File: src/rtl/fsm_seq.sv
// fsm_seq: parametrised START-triggered output sequencer with abort and busy/done status.
// Optional feature macro: FSM_SEQ_RETRIGGER_EN (back-to-back sequences without an idle gap).
module fsm_seq #(
    parameter int N_OUT  = 2,
    parameter int DWELL  = 1,
    parameter int ONEHOT = 0,
    localparam int SW    = (N_OUT > 1) ? $clog2(N_OUT) : 1
) (
    input  logic             CLK,
    input  logic             RST,
    input  logic             START,
    input  logic             ABORT,
    output logic [N_OUT-1:0] OUT_SIG,
    output logic [SW-1:0]    STEP,
    output logic             BUSY,
    output logic             DONE
);

    localparam int CW = (DWELL > 1) ? $clog2(DWELL) : 1;

    localparam logic [CW-1:0] CNT_LAST  = CW'(DWELL - 1);
    localparam logic [SW-1:0] STEP_LAST = SW'(N_OUT - 1);

    typedef enum logic [0:0] {
        IDLE = 1'b0,
        RUN  = 1'b1
    } state_t;

    state_t           state_q, state_d;
    logic [CW-1:0]    cnt_q,   cnt_d;
    logic [SW-1:0]    step_q,  step_d;
    logic [N_OUT-1:0] out_q,   out_d;
    logic             busy_q,  busy_d;
    logic             done_q,  done_d;

    logic [SW-1:0]    step_inc;

    // Output pattern for a given step: cumulative fill or a single walking bit.
    function automatic logic [N_OUT-1:0] pattern(input logic [SW-1:0] s);
        logic [N_OUT-1:0] p;
        p = '0;
        for (int i = 0; i < N_OUT; i++) begin
            if (ONEHOT != 0) begin
                p[i] = (i == int'(s));
            end else begin
                p[i] = (i <= int'(s));
            end
        end
        return p;
    endfunction

    assign step_inc = step_q + SW'(1);

    // Next-state logic; abort wins over every other RUN transition.
    always_comb begin
        state_d = state_q;
        cnt_d   = cnt_q;
        step_d  = step_q;
        out_d   = out_q;
        busy_d  = busy_q;
        done_d  = 1'b0;

        unique case (state_q)
            IDLE: begin
                if (START) begin
                    state_d = RUN;
                    cnt_d   = '0;
                    step_d  = '0;
                    out_d   = pattern('0);
                    busy_d  = 1'b1;
                end
            end

            RUN: begin
                if (ABORT) begin
                    state_d = IDLE;
                    cnt_d   = '0;
                    step_d  = '0;
                    out_d   = '0;
                    busy_d  = 1'b0;
                end else if (cnt_q != CNT_LAST) begin
                    cnt_d = cnt_q + CW'(1);
                end else if (step_q != STEP_LAST) begin
                    cnt_d  = '0;
                    step_d = step_inc;
                    out_d  = pattern(step_inc);
                end else begin
                    done_d = 1'b1;
                    cnt_d  = '0;
                    step_d = '0;
`ifdef FSM_SEQ_RETRIGGER_EN
                    if (START) begin
                        state_d = RUN;
                        out_d   = pattern('0);
                        busy_d  = 1'b1;
                    end else begin
                        state_d = IDLE;
                        out_d   = '0;
                        busy_d  = 1'b0;
                    end
`else
                    state_d = IDLE;
                    out_d   = '0;
                    busy_d  = 1'b0;
`endif
                end
            end

            default: begin
                state_d = IDLE;
                cnt_d   = '0;
                step_d  = '0;
                out_d   = '0;
                busy_d  = 1'b0;
            end
        endcase
    end

    // State and registered outputs; reset clears everything without a clock.
    always_ff @(posedge CLK or posedge RST) begin
        if (RST) begin
            state_q <= IDLE;
            cnt_q   <= '0;
            step_q  <= '0;
            out_q   <= '0;
            busy_q  <= 1'b0;
            done_q  <= 1'b0;
        end else begin
            state_q <= state_d;
            cnt_q   <= cnt_d;
            step_q  <= step_d;
            out_q   <= out_d;
            busy_q  <= busy_d;
            done_q  <= done_d;
        end
    end

    assign OUT_SIG = out_q;
    assign STEP    = step_q;
    assign BUSY    = busy_q;
    assign DONE    = done_q;

endmodule
File: config.mk
export PLATFORM = sky130hd
export DESIGN_NAME = fsm_seq
export DESIGN_NICKNAME = d
export VERILOG_FILES = /design/src/rtl/fsm_seq.sv
export SDC_FILE = /design/constraint.sdc
export NUM_CORES = 1
export LEC_CHECK = 0
export ABC_AREA = 1
export CAP_MARGIN = 20
export CORE_AREA = 8 8 45 47
export DETAILED_ROUTE_END_ITERATION = 10
export DIE_AREA = 0 0 53 55
export PLACE_DENSITY = 0.38
export SYNTH_ARGS = -nofsm -noshare
export SYNTH_HDL_FRONTEND = slang
export SYNTH_SLANG_ARGS = --single-unit
export TNS_END_PERCENT = 1
File: constraint.sdc
create_clock -name CLK -period 0.9 [get_ports CLK]
set_input_delay 0.27 -clock CLK [delete_from_list [all_inputs] [get_ports CLK]]
set_output_delay 0.27 -clock CLK [all_outputs]
set_load 0.02 [all_outputs]
==> results of run 1 <==
## worst min path at each step
stage | to | startpoint
2_1_floorplan | BUSY | RST
3_3_place_gp | BUSY | BUSY
3_5_place_dp | BUSY | BUSY
4_1_cts | DONE | RST
5_1_grt | state_q | RST
6_report | state_q | RST
## final cells by class
| cell class | count | area share |
|---|---|---|
| Timing Repair Buffer | 10 | 0.266 |
| Clock buffer | 4 | 0.0755 |
| Inverter | 3 | 0.0324 |
| Tap cell | 16 | 0.0576 |
| Multi-Input combinational cell | 13 | 0.205 |
| Sequential cell | 5 | 0.363 |
## kinds of logic after synthesis
group,after synthesis
buffers and inverters,4
flip-flops,5
AO/OA/AOI/OAI,1
AND/OR/NAND/NOR,12
## per-layer routing
metal | vias up | wire length (um)
li1 | 93 | -
met1 | 77 | 232
met2 | 14 | 150
met3 | 0 | 82
met4 | 0 | 0
met5 | - | 0
## sequential cells by signal, indices dropped and copies added, names as in the netlist
register / count
OUT_SIG: 1
STEP: 1
DONE: 1
state_q: 1
BUSY: 1
## cells in the mapped netlist
library cell and number:
buf_4 1, dfrtp_1 5, inv_1 3, nand2_1 6
nand2_2 1, nand3_1 2, nand3_2 1, nor2_1 2
o21ai_1 1
## power groups by stage
stage | clock (mW) | sequential [mW] | combinational [mW]
detailed placement | 0 | 0.309 | 0.279
CTS | 0.272 | 0.310 | 0.269
finish | 0.262 | 0.314 | 0.299
floorplan | 0 | 0.362 | 0.0942
global placement | 0 | 0.307 | 0.280
global route | 0.287 | 0.319 | 0.323
## what timing repair did
action | 4_1_cts | 5_1_grt
setup buffers | 1 | 0
gates resized for setup | 24 | 6
pin swaps | 3 | 0
endpoints found under the setup margin | 5 | 10
==> results.md, run 1 <==
Synth:
- The area fraction in compound gates after synthesis is 0.0244.
- Of the total synthesized cell area, the portion taken by full adders, half adders and majority gates is 0.
- After synthesis, the cell types taking the most area are dfrtp_1 61%, nand2_1 11%, inv_1 5.5%.
- The parity-gate share of the synthesized area counting xor and xnor cells is 0.
- The top cell type by total area after synthesis is dfrtp_1.
- Of the post-synthesis cell area, the dominant cell type holds 0.610.
- The largest family of logic cells by synthesized area is simple AND/OR/NAND/NOR gates.
- The simple-gate share of the synthesized area is 0.274.
- Counting distinct cell types in the post-synthesis netlist gives 9.
- Of the post-synthesis cell area, the part taken by muxes is 0.
- For this run, the number of Yosys warnings is 0.
- The total of flip-flops plus latches after synthesis is 5.
- The average instance area after synthesis is slightly above 9 um^2.
- The synthesized net count is 26.
- The post-synthesis sequential area ratio is 0.610.
- Synthesis handed over a netlist of 22 instances.
- The post-synth design cell area is 205 um^2.

Timing:
- For the finished layout, the period the worst path requires is 1.06 ns.
- The final count of negative-setup-slack endpoints is 9.
- Setup total negative slack on the finished layout was measured at -0.851 ns.
- The worst hold slack after final layout is 0.230 ns.
- The worst pin sits at a relative slew slack of 0.869.
- Across the routed clock network, the largest skew measured is 0.00127 ns.
- The max-slew violation count came to 0.
- The number of failing hold endpoints at the final stage is 0.
- The minimum setup slack in the final design is -0.163 ns.
- Static timing analysis puts the maximum clock frequency at between 900 and 1000 MHz.
- The slew of the pin with the lowest slew margin is between 0.15 and 0.2 ns.
- Setup repair after global routing could not meet its margin everywhere.
- The share of the clock period used by the worst path after layout is 1.18.

Finish:
- The net count reported at finish is 40.
- At the end of the flow the core is filled with cells to 0.251.
- The layout overhead on the synthesized area is 69.5%.
- In the final layout, the share of cells above drive strength 1 is 0.429.
- The sequential cells in the finished layout cover a total of ~130 um^2.
- The area of combinational cells with multiple inputs is ~71 um^2.
- In the layout the commonest cells are 5 x nand2_1, 4 x dfrtp_1, 4 x buf_6.
- The library cell used most frequently in the layout, excluding fill and tap cells, is nand2_1.
- The non-filler instance count after layout is just over 50.
- The cell area after layout is ~350 um^2.
- The number of fill cells is between 150 and 200.
- The number of antenna cells inserted is 0.

GRT:
- The met2 track utilization from global routing is 0.0488.
- For this run, global-route usage on met1 was measured as 0.0383.
- In this run the most used layer during global routing was met2.
- The total overflow left after global routing is 0.
- In the global route stage, overall resource usage came out at 0.0389.
- The global-route wire length before repair is ~770 um.
- The maximum number of pins on one net before global-route repair is 6.
- The number of antenna violations at the first check in global routing is 0.
- The fraction of met3 tracks used by global routing is 0.0321.
- The via count of the first global-routing pass is 190.

Clock network:
- The clock root buffer is clkbuf_4.
- Clock-pin slew was measured on the worst setup and hold paths at ~0.04 ns.
- The number of sinks on the clock net is 5.
- CTS built an H-tree with a depth of 1.
- After clock tree synthesis, the flow added hold-fix buffers numbering 0.
- The clock passes through at most 2 buffers.
- TritonCTS built the clock tree.
- At the later pin of the worst-skew pair, clock insertion delay measures 0.24 ns.
- TritonCTS created 3 clock buffers.

Setup path:
- The count of buffer and inverter cells on the critical path is 1.
- The critical path is of the register to output port type.
- Following the worst setup path forward leads to its endpoint at STEP.
- The critical path goes through buf_6.
- In this run the number of cells on the critical path is 1.
- The arrival time of data at the critical path endpoint is between 0.7 and 0.8 ns.
- The startpoint identified for the worst register-to-register timing path is STEP.
- Counting cells, the worst reg-to-reg path comes to 5.
- On the critical path the largest part of the delay comes from flip-flops.
- The slowest stage of the critical path is the dfrtp_2 cell.
- The data required time at the worst endpoint is roughly 0.63 ns.
- The endpoint type of the worst setup path is an output port.
- The reg-to-reg endpoint is BUSY.
- The stage delay of the slowest cell on the critical path is 0.42 ns.
- The setup check on the worst reg-to-reg path leaves a slack of -0.06 ns.
- The launch point of the worst path is STEP.
- The startpoint type of the worst setup path is a register.
- The maximum fanout along the worst path is 3.

Die:
- The top-level port count is 9.
- The die boundary height is between 50 and 60 um.
- The initial utilization of the core area, before any placement, comes to 0.148.
- The die covers slightly below 0.003 mm^2.
- The region available for standard cell placement spans roughly 0.0014 mm^2.
- The die span in x is 53 um.
- In this run the core area contains 14 standard-cell rows.

Pwr:
- The worst ir drop on vdd is around 0.66 mV.
- The ratio of total power to cell area is 2510 mW/mm^2.
- Of the total power, the share spent switching nets is 0.326.
- Of the total power, combinational logic draws 0.342.
- The clock group share of total power is 0.299.
- The total power of the final layout is slightly below 900 uW.
- The static leakage is ~0.18 nW.
- Of the total power, registers draw 0.359.
- In this run the power spent charging and discharging nets is approximately 280 uW.
- The internal power of the cells totals 590 uW.

Run:
- The reported max-cap violation count is 0.

Drt:
- After detailed routing, the average wire length per cell comes to 9.12 um.
- The count of vias placed by the detailed router is ~180.
- Using the TritonRoute via totals, the vias-per-cell ratio works out to 3.61.
- The remaining antenna violation count after routing is 0.
- Summed over all layers, the routed wires come to roughly 470 um.
- In this run, the number of DRC markers left after iteration 0 of detailed routing was 5.
- The first-pass iteration count of the detailed router is 4.
- The post-route DRC violation count is 0.

Place:
- Before CTS, the worst setup slack after placement is -0.323 ns.
- The placed instance area is ~310 um^2.
- The placer's final routability congestion estimate is roughly 0.63.
- The number of instances in the placed design is between 40 and 50.
- Port buffering added 8 buffers.

Min path:
- In this run the worst hold path is classified as input port to asynchronous set/reset pin.

Status:
- The flow ran to the end, but the final reports show violations.
- The checks that failed: setup timing.
(Power assumes the default switching activity.)
==> run 2, diff against run 1 <==
CAP_MARGIN = unset   (was 20)
==> results of run 2 <==
The final DEF is identical to that of run 1; final timing and power are the same.
==> run 3, diff against run 2 <==
PLACE_DENSITY = unset   (was 0.38)
PLACE_DENSITY_LB_ADDON = 0.1   (was unset)
==> results.md, run 3 (synthesis results as in run 1) <==
Status:
- The flow ran to the end, but the final reports show violations.
- The final reports fail on setup timing.

Setup path:
- Among cell families on the critical path, the largest total delay comes from flip-flops.
- STA puts the critical path data arrival time at a little under 0.8 ns.
- Walking the worst path, the cells encountered are buf_6.
- STA classifies the critical path startpoint as a register.
- The slowest stage of the critical path belongs to the cell dfrtp_2.
- At the worst endpoint, the required time is around 0.63 ns.
- The kind of critical path is register to output port.
- The maximum fanout along the worst path is 3.
- The stage delay of the slowest cell on the critical path is ~0.42 ns.
- The slack of the worst reg-to-reg path is -0.06 ns.
- STA classifies the critical path endpoint as an output port.
- Counting both buffers and inverters, the worst setup path holds a total of 1.

Finish:
- The net count reported at finish is between 40 and 50.
- The number of antenna cells inserted is 0.
- In the final layout, flip-flops and latches occupy 126 um^2.
- The number of fill cells is between 150 and 200.
- For this run, the share of the core covered by cells in the final layout is 0.264.
- The share of post-route cells with drive strength above 1 is 0.472.
- The area of combinational cells with multiple inputs is around 75 um^2.
- The area growth from synthesis to layout is 78.0%.
- Leaving out fill and tap cells, the most frequent cells in the layout are 5 x nand2_1, 5 x buf_6, 4 x dfrtp_1.

Clock network:
- The later pin in the worst-skew pair is clocked with a latency of about 0.24 ns.
- The number of sinks on the clock net is 5.
- TritonCTS built the clock tree.
- For this design, the CTS-stage hold fixing added 0 buffers.
- The total CTS buffers is 3.
- Clock-pin slew was measured on the worst setup and hold paths at approximately 0.05 ns.
- The tree is rooted in a clkbuf_4.
- In this run the number of H-tree levels came out at 1.
- The maximum clock insertion buffer count is 2.

Pwr:
- The relative contribution of sequential cells to total power is 0.348.
- The total power of the final layout is about 900 uW.
- The static leakage is 0.187 nW.
- The internal power contribution is approximately 620 uW.
- The power spent charging and discharging nets is around 300 uW.
- The ratio of total power to cell area is between 2000 and 3000 mW/mm^2.
- The power share of the combinational group is 0.368.
- The net switching share of the total power is 0.323.
- The worst ir drop on vdd is slightly above 0.6 mV.
- The clock group share of total power is 0.284.

Die:
- The initial standard-cell utilization of the core is 0.148.
- The core area is 0.00138 mm^2.
- The die span in x is 53 um.
- The site row count is 14.
- In this run the count of I/O pins placed on the die edge is 9.
- Measured along the y axis, the die boundary spans 55 um.
- The floorplan step defined a die boundary enclosing roughly 0.0029 mm^2.

Run:
- The reported max-cap violation count is 0.

Drt:
- For this block, the routed nets add up to 503 um of wire.
- The count of nets left with antenna violations once routing finished came out at 0.
- For this run, the detailed router's first-pass iteration total came to 1.
- The violation count after the first detailed-route iteration is 0.
- The via density per instance is around 3.5.
- Summing over every cut layer, the via total after detailed routing is 181.
- In the final routed layout, each cell accounts on average for slightly below 10 um.
- The post-route DRC violation count is 0.

Timing:
- Once routing completed, OpenROAD measured the worst setup slack at -0.160 ns.
- Setup repair after global routing could not meet its margin everywhere.
- The highest clock frequency the design can meet is 943 MHz.
- The worst hold slack after final layout is 0.235 ns.
- The relative slew slack is 0.866.
- The final setup skew is around 0.0012 ns.
- The max-slew violation count came to 0.
- The number of failing hold endpoints at the final stage is 0.
- The final count of negative-setup-slack endpoints is 9.
- In the finished design, the share of the clock period the worst path needs comes to 1.18.
- At the pin with the least slew margin, the transition time is around 0.20 ns.
- Subtracting the final worst setup slack from the clock period gives ~1.1 ns.

GRT:
- The final global-route overflow total is 0.
- The number of antenna violations at the first check in global routing was 0.
- The via count of the first global-routing pass came to 180.
- The global routing usage summed across all routing layers is 0.0411.
- The first global-routing pass estimated roughly 810 um of wire.
- The maximum number of pins on one net before global-route repair is 6.

Place:
- The placer's final routability congestion estimate is between 0.7 and 0.8.
- In this run the tool buffered the top-level ports with 8 buffer cells.
- Detailed placement finished with a half-perimeter wire length of around 380 um.

Min path:
- The path class of the tightest hold or removal check is input port to asynchronous set/reset pin.
[run 3: cell types whose count changed in the layout (fill, tap and decap cells not counted), sizes merged]
cell | before | now
buf | 7 | 8
[run 3: worst paths after layout]
kind	start	to	depth (start not counted)
hold reg to reg	BUSY	BUSY	2
hold / removal	RST	DONE	2
max in group asynchronous	RST	STEP	2
setup / recovery	STEP	STEP	1
setup reg to reg	STEP	BUSY	5
min in group CLK	BUSY	BUSY	2
[run 3: layout make-up]
cell class | instances | area share
inverter | 3 | 0.0308
multi-input combinational | 13 | 0.205
tap | 16 | 0.0548
sequential | 5 | 0.346
clock buffer | 4 | 0.0719
timing repair buffer | 11 | 0.291
[run 3: timing repair]
item / CTS / global route
setup buffers: 1 / 1
endpoints found under the setup margin: 7 / 10
resized for setup: 24 / 9
endpoints found under the hold margin: 0 / 0
pin swaps: 3 / 1
[run 3: power groups by stage]
stage	clock network (mW)	logic [mW]	registers, mW
2_1_floorplan	0	0.0942	0.362
3_3_place_gp	0	0.284	0.306
3_5_place_dp	0	0.281	0.310
4_1_cts	0.271	0.272	0.309
5_1_grt	0.287	0.363	0.325
6_report	0.259	0.337	0.319
[run 3: stage by stage]
step                area (um^2)  setup slack (ns)  instances  TNS (ns)
finish                      365            -0.160         52    -0.877
global route                365            -0.185         52     -1.24
CTS                         328            -0.170         51     -1.21
detailed placement          307            -0.325         46     -2.45
global placement            307            -0.314         46     -2.46
floorplan                   206           0.00413         22         0
[run 3: metal layers]
| layer | routed length [um] | share of wire | global-route usage |
|---|---|---|---|
| met3 | 50 | 0.099 | 0.0160 |
| met1 | 214 | 0.43 | 0.0429 |
| met2 | 238 | 0.47 | 0.0566 |
| met5 | 0 | 0 | 0 |
| met4 | 0 | 0 | 0.0517 |
